`src/rtl/result_bcd_converter.sv`:
```
// Sequential signed-binary to BCD converter using double-dabble, one bit per clock.
// Optional leading-digit blanking (4'hF) is enabled by defining RESULT_BCD_BLANK_EN.
module result_bcd_converter #(
    parameter int NB = 48,
    parameter int ND = 15
) (
    input  logic            clk,
    input  logic            rst_n,
    input  logic            in_valid,
    output logic            in_ready,
    input  logic [NB-1:0]   in_data,
    output logic            out_valid,
    input  logic            out_ready,
    output logic            out_neg,
    output logic [4*ND-1:0] out_bcd,
    output logic            busy
);

    localparam int CW = $clog2(NB + 1);

    typedef enum logic [1:0] {IDLE, CONV, DONE} state_t;

    state_t          state_q;
    logic [NB-1:0]   mag_q;
    logic [4*ND-1:0] bcd_q;
    logic [CW-1:0]   cnt_q;
    logic            neg_q;
    logic            out_valid_q;
    logic            out_neg_q;
    logic [4*ND-1:0] out_bcd_q;

    logic [NB-1:0]   in_mag_d;
    logic [4*ND-1:0] bcd_adj_d;
    logic [4*ND-1:0] bcd_step_d;
    logic [NB-1:0]   mag_step_d;
    logic [4*ND-1:0] result_d;

    // Two's-complement negate in NB bits maps -2^(NB-1) onto 2^(NB-1) unsigned.
    assign in_mag_d = in_data[NB-1] ? ((~in_data) + NB'(1)) : in_data;

    always_comb begin
        bcd_adj_d = bcd_q;
        for (int unsigned i = 0; i < ND; i++) begin
            if (bcd_q[4*i +: 4] >= 4'd5) begin
                bcd_adj_d[4*i +: 4] = bcd_q[4*i +: 4] + 4'd3;
            end
        end
    end

    assign bcd_step_d = {bcd_adj_d[4*ND-2:0], mag_q[NB-1]};
    assign mag_step_d = {mag_q[NB-2:0], 1'b0};

`ifdef RESULT_BCD_BLANK_EN
    // Scan from the top digit down; blank until the first nonzero digit, digit 0 always shown.
    always_comb begin : blank_leading
        logic        seen;
        int unsigned idx;
        result_d = bcd_step_d;
        seen     = 1'b0;
        for (int unsigned k = 0; k < ND - 1; k++) begin
            idx = ND - 1 - k;
            if (bcd_step_d[4*idx +: 4] != 4'd0) begin
                seen = 1'b1;
            end
            if (!seen) begin
                result_d[4*idx +: 4] = 4'hF;
            end
        end
    end
`else
    assign result_d = bcd_step_d;
`endif

    always_ff @(posedge clk or negedge rst_n) begin
        if (!rst_n) begin
            state_q     <= IDLE;
            mag_q       <= '0;
            bcd_q       <= '0;
            cnt_q       <= '0;
            neg_q       <= 1'b0;
            out_valid_q <= 1'b0;
            out_neg_q   <= 1'b0;
            out_bcd_q   <= '0;
        end else begin
            case (state_q)
                IDLE: begin
                    if (in_valid) begin
                        neg_q   <= in_data[NB-1];
                        mag_q   <= in_mag_d;
                        bcd_q   <= '0;
                        cnt_q   <= '0;
                        state_q <= CONV;
                    end
                end
                CONV: begin
                    bcd_q <= bcd_step_d;
                    mag_q <= mag_step_d;
                    cnt_q <= cnt_q + CW'(1);
                    if (cnt_q == CW'(NB - 1)) begin
                        out_bcd_q   <= result_d;
                        out_neg_q   <= neg_q;
                        out_valid_q <= 1'b1;
                        state_q     <= DONE;
                    end
                end
                DONE: begin
                    if (out_ready) begin
                        out_valid_q <= 1'b0;
                        state_q     <= IDLE;
                    end
                end
                default: begin
                    out_valid_q <= 1'b0;
                    state_q     <= IDLE;
                end
            endcase
        end
    end

    assign in_ready  = (state_q == IDLE);
    assign busy      = ~in_ready;
    assign out_valid = out_valid_q;
    assign out_neg   = out_neg_q;
    assign out_bcd   = out_bcd_q;

endmodule

```
`config.mk`:
```
export PLATFORM = sky130hd
export DESIGN_NAME = result_bcd_converter
export DESIGN_NICKNAME = d
export VERILOG_FILES = /design/src/rtl/result_bcd_converter.sv
export SDC_FILE = /design/constraint.sdc
export NUM_CORES = 1
export LEC_CHECK = 0
export ABC_AREA = 1
export BUFFER_PORTS_ARGS = -buffer_cell sky130_fd_sc_hd__buf_2
export CORE_AREA = 5 5 130 132
export CTS_CLUSTER_DIAMETER = 100
export DETAILED_ROUTE_END_ITERATION = 6
export DIE_AREA = 0 0 135 137
export PLACE_DENSITY = 0.89
export RECOVER_POWER = 100
export SYNTH_ARGS = -nofsm -noshare
export SYNTH_HDL_FRONTEND = slang
export SYNTH_SLANG_ARGS = --single-unit
```
`constraint.sdc`:
```
create_clock -name clk -period 2.6 [get_ports clk]
set_clock_uncertainty 0.15 [all_clocks]
set_input_delay 0.13 -clock clk [delete_from_list [all_inputs] [get_ports clk]]
set_output_delay 0.13 -clock clk [all_outputs]
set_load 0.05 [all_outputs]
```
# == Word level (Yosys, flattened, before mapping) ==
# Index checks and enable logic that the tools add are counted.
# op_classes
n_addsub,17
n_mul,0
div,0
magnitude_cmp,15
eq_ne,6
shift,0
mux,29
n_bitwise,2
n_reduce_logical,7
# op_table
operator,n
one-hot mux 60 bit (2 select lines),1
two-way mux 48 bit,2
one-hot mux 48 bit (2 select lines),1
"greater-or-equal comparator 4 x 3 -> 1 bit, second input constant",15
two-way mux 60 bit,1
"adder 4 x 2 -> 4 bit, second input constant",14
two-way mux 4 bit,14
"adder 48 x 1 -> 48 bit, second input constant",1
inverter 48 bit,1
one-hot mux 6 bit (2 select lines),1
"adder 6 x 1 -> 6 bit, second input constant",1
"== test 6 bit, second input constant",1
two-way mux 2 bit,3
two-way mux 6 bit,1
"inequality test 2 bit, second input constant",3
one-hot mux 2 bit (3 select lines),1
AND reduction 2 bit,3
AND reduction 3 bit,2
"adder 3 x 2 -> 3 bit, second input constant",1
two-way mux 3 bit,1
one-hot mux 1 bit (3 select lines),1
"== test 2 x 1 -> 1 bit, second input constant",1
"== test 2 bit, second input constant",1
logical NOT 2 bit,1
other kinds (3),4
# totals
register_bits,179
latch_bits,0
ram_bits,0
rom_bits,0
in_bits,52
out_inout_bits,64
elab_cells,84
n_memories,0

# == Depth between registers and ports, before layout ==
# Gate-level depths: netlist (run 1).
# depth
depth_word,5
ltp_mapped,13
mapped_depth_nobuf,13

# == Worst setup path after synthesis (run 1) ==
# Ideal clock, no wire load.
# synth_path
path_type,register to register
start,register state_q[1]
end,register mag_q[17]
arrival_ps,1691
required_ps,2316
path_slack_ps,625
path_stages_with_launch,8
period_less_slack_ps,1975
path_cell_list,dfrtp_1 -> nor2_2 -> nand2_2 -> inv_4 -> nor2_8 -> buf_2 -> a22oi_1 -> o21ai_0
# synth_between
elab_chain_len,3
elab_cells_between_ends,6
classes_between,2 x eq/ne; 1 x mux; 3 x reduce/logical
# synth_rtl
item,line,rtl
"start, declared",23,state_t state_q;
"start signal, assigned",76,state_q <= IDLE;
"start signal, assigned",92,state_q <= CONV;
"start signal, assigned",103,state_q <= DONE;
logical NOT 2 bit (*),-,
via in_ready,10,"output logic in_ready,"
inequality test 2 bit (no line) or nonzero test 2 bit (tied branches),-,
AND reduction 2 bit (no line),-,
"end signal, assigned",89,mag_q <= in_mag_d;
"end signal, assigned",97,mag_q <= mag_step_d;
"end, declared",24,logic [NB-1:0] mag_q;
# The timed path passes the listed nets; every way through them passes the cells marked *.
# A chain may end at the register's enable or synchronous reset.

# == Worst setup path in the final report (run 1) ==
# layout_path
start,register state_q[1]
end,register bcd_q[28]
# layout_between
elab_chain_len,3
elab_cells_between_ends,6
classes_between,2 x eq/ne; 1 x mux; 3 x reduce/logical
# layout_rtl
item,line,rtl
== test 2 x 1 -> 1 bit or logical NOT 2 bit (tied branches),85,case (state_q)
nonzero test 2 bit (no line) or inequality test 2 bit (tied branches),-,
AND reduction 2 bit (no line),-,
"end signal, assigned",96,bcd_q <= bcd_step_d;
"end, declared",25,logic [4*ND-1:0] bcd_q;
# Several ways; a longest one is shown, not always the timed one.

==> results.py, run 1 <==
metrics = {
    "final_layout": {
        "register_area_mm2": 0.00448,
        "syn_to_final_growth_pct": 17.6,
        "finalNonFillerCells": 1561,
        "fillers": 1146,
        "multi_input_area_mm2": 0.00440,
        "layout-drive-gt1-share_pct": 9.15,
        "fin_nets": 1415,
    },
    "synth": {
        "synth_edf_count": 0,
        "syn_area_mm2": 0.00962,
        "synthTopCellsByArea": "dfrtp_1, nand2_1, o21ai_1, nand3_1, inv_1",
        "ys_types": 36,
        "syn_nets": 1268,
        "yosys.cell_count.top_type": "nand2_1",
        "ys_async_sr_fraction_pct": 100,
        "ys_top_cells_by_count": "nand2_1, dfrtp_1, o21ai_1, inv_1, nand3_1",
        "yosys_most_used_dff": "dfrtp_1",
        "synth_top_area_cell": "dfrtp_1",
        "ys_ff_latch": 179,
        "ys_seq_area_share_pct": 46.6,
        "synth_top_area_share_pct": 46.6,
        "avgSynthCellArea_um2": 8.12,
        "ys_warn_count": 0,
        "synth_cells": 1184,
    },
    "worst_setup_path": {
        "slowest_delay_ps": 620,
        "crit_path_max_fanout": 61,
        "critical_path_required_ps": 2780,
        "cp.arrival_ps": 2390,
        "crit_path_cell_trace": "nor2_1 > nand2_1 > inv_4 > nor2_4 > inv_2 > buf_12 > o21ai_0",
        "path_class": "reg -> reg",
        "cp-start-kind": "flip-flop",
        "critical_path.endpoint_type": "flip-flop",
        "critPathSlowestCell": "nor2_4",
    },
    "power": {
        "p_comb_share_pct": 44.9,
        "p_leak_nw": 5.40,
        "p_int_w": 0.00760,
        "p_clk_share_pct": 20.2,
        "powerDensity_mw_per_mm2": 1210,
        "peakVddDrop_uv": 550,
        "p_sw_share_pct": 44.5,
        "switchingPower_w": 0.00609,
        "pwr-share-seq_pct": 34.9,
    },
    "timing": {
        "fin_crit_sh_pct": 85.0,
        "maxSlewViolCount": 0,
        "rsz0062_at_grt": "no",
        "finalHoldViolCount": 0,
        "tightest_slew_ps": 1400,
        "min_period_ps": 2210,
        "fmax_mhz": 453,
        "setup_violations": 0,
        "relSlewSlack_pct": 6.90,
        "fin_setup_tns_ps": 0,
    },
    "global_routing": {
        "grt-ovfl-total": 0,
        "grt_max_degree": 64,
        "antenna_found_initial": 1,
        "grt_pass1_wl_um": 40100,
        "grt_usage_pct": 26.6,
        "grt_pass1_vias": 8468,
    },
    "floorplan": {
        "core_area_mm2": 0.0156,
        "design.die.area_mm2": 0.0185,
        "die_h_um": 137,
        "start_util_pct": 61.7,
        "ios": 116,
        "die_x_um": 135,
        "row_count": 46,
    },
    "run": {
        "max-cap-violations": 0,
    },
    "clocking": {
        "cts_buffers": 17,
        "h-tree-depth": 4,
        "clock-root-buffer": "clkbuf_16",
        "clk-insertion-delay-late_ps": 420,
        "numClockSinks": 179,
        "cts_tree": "built",
        "clock_path_buffers": 2,
        "clk_pin_slew_ps": 70,
    },
    "routing": {
        "num_vias": 8731,
        "dr.first_iter.drc_count": 765,
        "dr.pass1.iters": 6,
        "viasPerCell": 5.59,
        "drc_errors": 0,
        "wire_per_inst_um": 15.1,
        "wl_um": 23600,
        "ant_nets": 0,
    },
    "min_path": {
        "hold_class": "in -> reg",
    },
    "place": {
        "hpwl_um": 15900,
        "place_inst": 1483,
        "port_buffers": 115,
        "place.gp.congestion": 0.946,
    },
    "outcome": {
        "outcome": "completed",
    },
}
==> cell families after synthesis <==
kind of cell	share of synthesized area, %
buf+inv	7.42
simple gates	21.7
flops	46.6
compound gates	17.4
fa+ha+maj	4.16
xor+xnor	2.82
==> flip-flops by register name (all words and copies together) (netlist names) <==
register	count
out_neg	1
bcd_q	60
out_valid	1
out_bcd	60
state_q	2
neg_q	1
cnt_q	6
mag_q	48
==> per-layer routing <==
layer | up-vias | global-route usage, % | share of wire [%]
met2 | 335 | 44.5 | 48
met4 | 0 | 8.12 | 1.5
met3 | 35 | 5.11 | 6.9
met1 | 4085 | 35.4 | 44
met5 | - | 0 | 0
li1 | 4276 | - | -
==> final cells by class <==
type / instances / share of cell area, %
Antenna cell: 1 / 0.0221
Clock buffer: 19 / 3.83
Clock inverter: 13 / 1.84
Inverter: 118 / 3.96
Multi-Input combinational cell: 841 / 38.9
Sequential cell: 179 / 39.6
Tap cell: 216 / 2.39
Timing Repair Buffer: 174 / 9.44
==> layout by cell type (no fill, tap or decap), types with 2 or more instances in the layout <==
| cell type | n |
|---|---|
| nand2_1 | 258 |
| dfrtp_1 | 179 |
| o21ai_0 | 178 |
| inv_1 | 111 |
| nand3_1 | 95 |
| nor2_1 | 76 |
| clkbuf_1 | 68 |
| buf_2 | 49 |
| dlygate4sd3_1 | 45 |
| a22oi_1 | 41 |
| a21oi_1 | 33 |
| ha_1 | 32 |
| xor2_1 | 30 |
| o21ai_1 | 22 |
| o211ai_1 | 17 |
| clkbuf_16 | 17 |
| or2_2 | 14 |
| nand4_1 | 11 |
| buf_4 | 10 |
| nor3_1 | 7 |
| nand3b_1 | 6 |
| o31ai_1 | 5 |
| bufinv_16 | 5 |
| inv_2 | 4 |
| nor2_2 | 4 |
| clkinv_2 | 3 |
| clkinv_4 | 3 |
| nand2_2 | 2 |
| inv_4 | 2 |
| nor2_4 | 2 |
| clkbuf_2 | 2 |
| buf_12 | 2 |
==> critical path: cells and delay by family (launching register included) <==
family,cells,cell delay [ps]
simple gates,3,870
flops,1,470
buf+inv,3,380
compound gates,1,230
==> power groups by stage <==
| stage | combinational, W | sequential, W | clock, W |
|---|---|---|---|
| CTS | 0.00643 | 0.00475 | 0.00280 |
| finish | 0.00614 | 0.00478 | 0.00277 |
| global route | 0.00686 | 0.00492 | 0.00293 |
| detailed placement | 0.00626 | 0.00478 | 0 |
| global placement | 0.00598 | 0.00473 | 0 |
| floorplan | 0.00367 | 0.00579 | 0 |
==> worst paths after layout <==
kind                       slack [ps]  cells after the start              startpoint                       to
max                               390                      7  state_q[1]$_DFFE_PN0P_    bcd_q[28]$_DFFE_PN0P_
min reg2reg                       330                      2    mag_q[0]$_DFFE_PN0P_     mag_q[0]$_DFFE_PN0P_
max in group asynchronous         800                      3                   rst_n    bcd_q[41]$_DFFE_PN0P_
max reg2reg                       390                      7  state_q[1]$_DFFE_PN0P_    bcd_q[28]$_DFFE_PN0P_
min in group asynchronous         410                      2                   rst_n  out_bcd[22]$_DFFE_PN0P_
min                                30                      4              in_data[2]     mag_q[2]$_DFFE_PN0P_
==> per-stage QoR <==
stage | hold WS, ps | worst slack, ps | util [%] | cell area [um^2] | power, W
CTS | 2.91 | 535 | 73.3 | 11400 | 0.0140
global placement | -35.1 | 647 | 66.3 | 10300 | 0.0107
detailed placement | -32.1 | 559 | 66.3 | 10300 | 0.0110
finish | 25.1 | 390 | 72.5 | 11300 | 0.0137
global route | 34.3 | 210 | 72.5 | 11300 | 0.0147
floorplan | -316 | 625 | - | 9620 | 0.00946
==> what timing repair did <==
action	CTS	global route
hold buffers	45	0
resized for setup	0	0
hold endpoints to repair	140	0
setup buffers	0	0
(Power assumes the default switching activity.)
==> inputs of run 2 (changes only) <==
- ABC_AREA: 1 -> 0
- CORE_AREA: 5 5 130 132 -> 5 5 133 135
- DIE_AREA: 0 0 135 137 -> 0 0 138 140
- PLACE_DENSITY: 0.89 -> 0.85
- clock period: 2.6 -> 2.24 ns (I/O delays scaled with it)
==> run 2 against run 1 <==
Net effect: wire length increased by 5.0%; critical path type is now in -> reg; global-route usage decreased by 1.0 points; sequential power increased by 14%; the flow now finishes with violations (capacitance limit, slew limit); largest power group unchanged; sequential share of layout area decreased by 1.4 points; via count shrank 0.95%; critical endpoint is now mag_q[42]$_DFFE_PN0P_; first-iteration DRC count fell by 6.0%.
==> results.py, run 2 <==
metrics = {
    "clocking": {
        "clock_path_buffers": 2,
        "numClockSinks": 179,
        "h-tree-depth": 4,
        "cts_tree": "built",
        "cts_buffers": 17,
        "clk_pin_slew_ps": 70,
        "clk-insertion-delay-late_ps": 440,
        "clock-root-buffer": "clkbuf_16",
    },
    "place": {
        "port_buffers": 115,
        "hpwl_um": 16100,
        "place.gp.congestion": 0.926,
        "dpl_cell_area_mm2": 0.0107,
        "place_inst": 1365,
    },
    "floorplan": {
        "ios": 116,
        "core_area_mm2": 0.0163,
        "design.die.area_mm2": 0.0193,
        "start_util_pct": 57.9,
        "row_count": 47,
        "die_x_um": 138,
        "die_h_um": 140,
    },
    "timing": {
        "maxSlewViolCount": 60,
        "rsz0062_at_grt": "no",
        "finalHoldViolCount": 0,
        "setup_violations": 0,
        "min_period_ps": 2190,
        "relSlewSlack_pct": -10.7,
        "fmax_mhz": 456,
        "fin_crit_sh_pct": 97.9,
        "tightest_slew_ps": 1660,
    },
    "synth": {
        "ys_seq_area_share_pct": 47.3,
        "yosys.cell_count.top_type": "o21ai_0",
        "ys_async_sr_fraction_pct": 100,
        "synth_top_area_cell": "dfrtp_1",
        "ys_ff_latch": 179,
        "synth_edf_count": 0,
        "synth-compound-area-share_pct": 20.6,
        "synth_top_family_by_area": "compound AO/OA/AOI/OAI gates",
        "syn_nets": 1105,
        "synth_xor_area_share_pct": 3.79,
        "yosys_most_used_dff": "dfrtp_1",
        "ys_types": 46,
        "synth_simple_gate_area_share_pct": 17.2,
        "synthTopCellsByArea": "dfrtp_1, o21ai_0, nand2_1, ha_1, a22oi_1",
        "synth_cells": 1021,
        "syn_area_mm2": 0.00947,
        "synth_top_area_share_pct": 47.3,
        "synthAdderAreaFrac_pct": 4.23,
        "ys_top_cells_by_count": "o21ai_0, dfrtp_1, nand2_1, nand3_1, a21oi_1",
        "avgSynthCellArea_um2": 9.27,
        "synth_mux_area_share_pct": 3.09,
        "ys_warn_count": 0,
    },
    "routing": {
        "dr.first_iter.drc_count": 719,
        "viasPerCell": 5.99,
        "ant_nets": 0,
        "num_vias": 8648,
        "drc_errors": 0,
        "dr.pass1.iters": 5,
        "wire_per_inst_um": 17.1,
        "wl_um": 24700,
    },
    "power": {
        "p_int_w": 0.00864,
        "peakVddDrop_uv": 745,
        "p_clk_share_pct": 21.5,
        "p_sw_share_pct": 41.4,
        "p_leak_nw": 5.06,
        "powerDensity_mw_per_mm2": 1260,
        "pwr-share-seq_pct": 37.0,
        "switchingPower_w": 0.00610,
        "p_comb_share_pct": 41.5,
    },
    "global_routing": {
        "antenna_found_initial": 0,
        "grt_pass1_wl_um": 41300,
        "grt-ovfl-total": 0,
        "grt_pass1_vias": 8429,
        "grt_max_degree": 62,
        "grt_usage_pct": 25.6,
    },
    "worst_setup_path": {
        "cp.arrival_ps": 2360,
        "critical_path.endpoint_type": "flip-flop",
        "reg2reg_depth": 5,
        "cp-start-kind": "primary input",
        "path_class": "in -> reg",
        "critical_path_required_ps": 2410,
        "crit_path_max_fanout": 4,
    },
    "min_path": {
        "whs_path_depth": 4,
        "hold_class": "in -> reg",
    },
    "final_layout": {
        "layout-drive-gt1-share_pct": 14.9,
        "final_common_cell": "o21ai_0",
        "finalNonFillerCells": 1444,
        "final_cell_mix": "o21ai_0, dfrtp_1, nand2_1, clkbuf_1, buf_2",
        "final_area_mm2": 0.0117,
        "antenna_cells": 0,
        "fin_nets": 1296,
        "syn_to_final_growth_pct": 23.9,
    },
    "run": {
        "max-cap-violations": 1,
    },
    "outcome": {
        "outcome": "finished with violations",
        "violations": "capacitance limit, slew limit",
    },
}
==> run 2: cell types whose count changed after synthesis, sizes merged, moves of 18 or more <==
cell    previous run  this run
nand2b             0        31
mux2               0        18
inv              118        35
clkbuf            15        40
nand2            261       126
nor2              83        29
nand3             95        44
==> run 2: timing repair <==
item	in CTS	in global routing
buffers inserted	0	0
resized for setup	2	8
pin swaps	0	1
hold endpoints to repair	120	0
setup endpoints to repair	18	12
hold buffers	49	0
==> run 2: kinds of logic after synthesis <==
group | count (synthesis)
buf+inv | 93
mux | 27
compound gates | 328
fa+ha+maj | 32
xor+xnor | 41
simple gates | 321
flops | 179
==> run 2: worst max-delay path, cell delays in order <==
cell and delay (ps):
dlygate4sd3_1 530, buf_2 140, or2_2 300, clkbuf_2 140, or4_1 400, o41ai_1 460, xor2_1 190, o21ai_0 90
==> run 2: layout make-up <==
| cell class | instances | area, um^2 |
|---|---|---|
| well taps | 220 | 275 |
| repair buffers | 229 | 1520 |
| clock inverters | 13 | 181 |
| clock buffers | 18 | 439 |
| flip-flops and latches | 179 | 4480 |
| inverters | 36 | 135 |
| multi-input cells | 749 | 4700 |
| fillers | 1251 | 4620 |
==> run 2: routing by layer <==
layer / track usage (%) / vias to the layer above / wire, um
met3: 5.73 / 59 / 1910
met4: 7.64 / 0 / 552
li1: - / 4077 / -
met5: 0 / - / 0
met1: 32.9 / 4133 / 10000
met2: 43.6 / 379 / 12300
==> run 2: final timing paths <==
check	startpoint	to	slack [ps]
hold reg to reg	out_bcd[11]$_DFFE_PN0P_	out_bcd[11]$_DFFE_PN0P_	320
setup reg to reg	state_q[1]$_DFFE_PN0P_	mag_q[23]$_DFFE_PN0P_	70
setup / recovery	in_data[28]	mag_q[42]$_DFFE_PN0P_	50
hold / removal	in_data[24]	mag_q[24]$_DFFE_PN0P_	20
min in group asynchronous	rst_n	out_bcd[8]$_DFFE_PN0P_	520
max in group asynchronous	rst_n	out_bcd[36]$_DFFE_PN0P_	340
==> run 2: power by group through the flow <==
stage	combinational, W	clock (W)	sequential (W)
after floorplan	0.00371	0	0.00610
after global placement	0.00578	0	0.00539
after global routing	0.00682	0.00332	0.00561
final	0.00612	0.00316	0.00545
after detailed placement	0.00605	0	0.00545
after CTS	0.00622	0.00319	0.00542
==> run 2: stage by stage <==
stage | setup TNS, ps | util [%] | hold WS [ps] | worst slack, ps | power, W
finish | 0 | 71.7 | 23.2 | 47.4 | 0.0147
CTS | 0 | 72.4 | 15.6 | 8.09 | 0.0148
floorplan | -176 | - | -334 | -65.9 | 0.00982
global route | 0 | 71.7 | 64.3 | 6.17 | 0.0158
global placement | -3920 | 65.6 | -7.48 | -204 | 0.0112
detailed placement | -5220 | 65.6 | -6.51 | -273 | 0.0115
==> inputs of run 3 (changes only) <==
- TNS_END_PERCENT: default -> 20
- clock period: 2.24 -> 2.3 ns (I/O delays scaled with it)
==> run 3 against run 2 <==
Net effect: the run ends with setup timing left; register-to-register slack improved by 130 ps; setup slack got worse by 110 ps; non-clock buffer count fell by 13; power fell by 3.7%; global-route usage rose by 0.12 points; wire length rose by 1.2%; via count rose by 0.30%; combinational power fell by 3%; critical endpoint is now mag_q[46]$_DFFE_PN0P_; highest routed layer unchanged.
==> results.py, run 3 (synthesis gave the netlist of run 2 again) <==
metrics = {
    "routing": {
        "viasPerCell": 6.06,
        "dr.pass1.iters": 5,
        "drc_errors": 0,
        "wire_per_inst_um": 17.5,
        "wl_um": 25000,
        "ant_nets": 0,
        "num_vias": 8674,
        "dr.first_iter.drc_count": 778,
    },
    "place": {
        "port_buffers": 115,
        "place.gp.congestion": 0.913,
        "dpl_cell_area_mm2": 0.0106,
        "hpwl_um": 16000,
    },
    "global_routing": {
        "grt-ovfl-total": 0,
        "grt_max_degree": 84,
        "grt_pass1_wl_um": 41500,
        "grt_usage_pct": 25.7,
        "antenna_found_initial": 0,
        "grt_pass1_vias": 8494,
    },
    "worst_setup_path": {
        "startpoint": "in_data[43]",
        "cp.arrival_ps": 2580,
        "cp-start-kind": "primary input",
        "rr_startpoint": "state_q[1]$_DFFE_PN0P_",
        "reg2reg_depth": 6,
        "critical_path.endpoint_type": "flip-flop",
        "crit_path_max_fanout": 4,
        "path_class": "in -> reg",
        "critical_path_required_ps": 2510,
    },
    "clocking": {
        "clock_path_buffers": 2,
        "clk-insertion-delay-late_ps": 430,
        "numClockSinks": 179,
        "h-tree-depth": 4,
        "cts_tree": "built",
        "clock-root-buffer": "clkbuf_16",
        "clk_pin_slew_ps": 70,
        "cts_buffers": 17,
    },
    "floorplan": {
        "core_area_mm2": 0.0163,
        "row_count": 47,
        "ios": 116,
        "die_x_um": 138,
        "die_h_um": 140,
        "design.die.area_mm2": 0.0193,
        "start_util_pct": 57.9,
    },
    "final_layout": {
        "antenna_cells": 0,
        "fin_nets": 1283,
        "final_cell_mix": "o21ai_0, dfrtp_1, nand2_1, clkbuf_1, buf_2",
        "layout-drive-gt1-share_pct": 14.6,
        "final_common_cell": "o21ai_0",
        "fillers": 1225,
        "syn_to_final_growth_pct": 22.8,
        "final_area_mm2": 0.0116,
    },
    "power": {
        "peakVddDrop_uv": 667,
        "p_int_w": 0.00829,
        "pwr-share-seq_pct": 37.4,
        "p_leak_nw": 5.02,
        "p_comb_share_pct": 41.8,
        "powerDensity_mw_per_mm2": 1220,
        "p_clk_share_pct": 20.8,
        "power_w": 0.0142,
        "switchingPower_w": 0.00590,
        "p_sw_share_pct": 41.6,
    },
    "timing": {
        "maxSlewViolCount": 0,
        "fmax_mhz": 423,
        "setup_violations": 1,
        "relSlewSlack_pct": 2.57,
        "fin_crit_sh_pct": 103,
        "setup_ws_ps": -66.8,
        "finalHoldViolCount": 0,
        "min_period_ps": 2370,
        "tightest_slew_ps": 1460,
        "holdWs_ps": 14.6,
    },
    "outcome": {
        "outcome": "finished with violations",
        "violations": "setup timing",
    },
    "min_path": {
        "holdCritStartpoint": "in_data[26]",
        "whs_path_depth": 5,
        "hold_class": "in -> reg",
    },
    "run": {
        "max-cap-violations": 0,
    },
}
run 3: per-stage QoR:
step | TNS [ps] | setup slack [ps] | utilization, % | std cells
floorplan | -90.1 | -26.9 | - | 1021
global placement | -2010 | -156 | 65.1 | 1356
detailed placement | -3240 | -218 | 65.1 | 1356
CTS | 0 | 23.8 | 71.5 | 1432
global route | -96.1 | -58.7 | 71.1 | 1431
finish | -66.8 | -66.8 | 71.1 | 1431
run 3: final timing paths:
check,slack (ps),end
worst max-delay path,-70,mag_q[46]$_DFFE_PN0P_
worst min-delay path,10,mag_q[26]$_DFFE_PN0P_
worst max register to register,200,mag_q[26]$_DFFE_PN0P_
worst min register to register,330,out_bcd[18]$_DFFE_PN0P_
max in group asynchronous,410,bcd_q[25]$_DFFE_PN0P_
min in group asynchronous,440,out_bcd[14]$_DFFE_PN0P_
run 3: repair_timing:
item / CTS / global route
gates resized for setup: 0 / 11
endpoints found under the hold margin: 185 / 0
setup buffers: 0 / 1
setup endpoints to repair: 0 / 32
hold buffers: 45 / 0
run 3: routing by layer:
metal	up-vias	part of all wire (%)	global-route usage [%]
met2	369	50	43.8
li1	4056	-	-
met3	62	7.5	5.28
met5	-	0	0
met4	0	2.1	9.05
met1	4187	41	32.8
run 3: cell type report:
type,count,area [um^2],share of cell area (%)
tap,220,275,2.37
clock buffer,18,439,3.78
clock inverter,13,159,1.37
sequential,179,4480,38.5
multi-input combinational,749,4710,40.5
timing repair buffer,216,1430,12.3
inverter,36,135,1.16
run 3: power groups by stage:
stage | clock (W) | sequential [W] | combinational [W]
5_1_grt | 0.00309 | 0.00547 | 0.00663
6_report | 0.00295 | 0.00531 | 0.00593
2_1_floorplan | 0 | 0.00594 | 0.00361
4_1_cts | 0.00297 | 0.00528 | 0.00603
3_5_place_dp | 0 | 0.00531 | 0.00590
3_3_place_gp | 0 | 0.00524 | 0.00561
run 3: critical path, cell delays in order:
cell           delay (ps)
dlygate4sd3_1         560
buf_2                 160
or4_4                 550
nor3_2                280
or4b_4                500
or3_1                 320
nand4_1                90
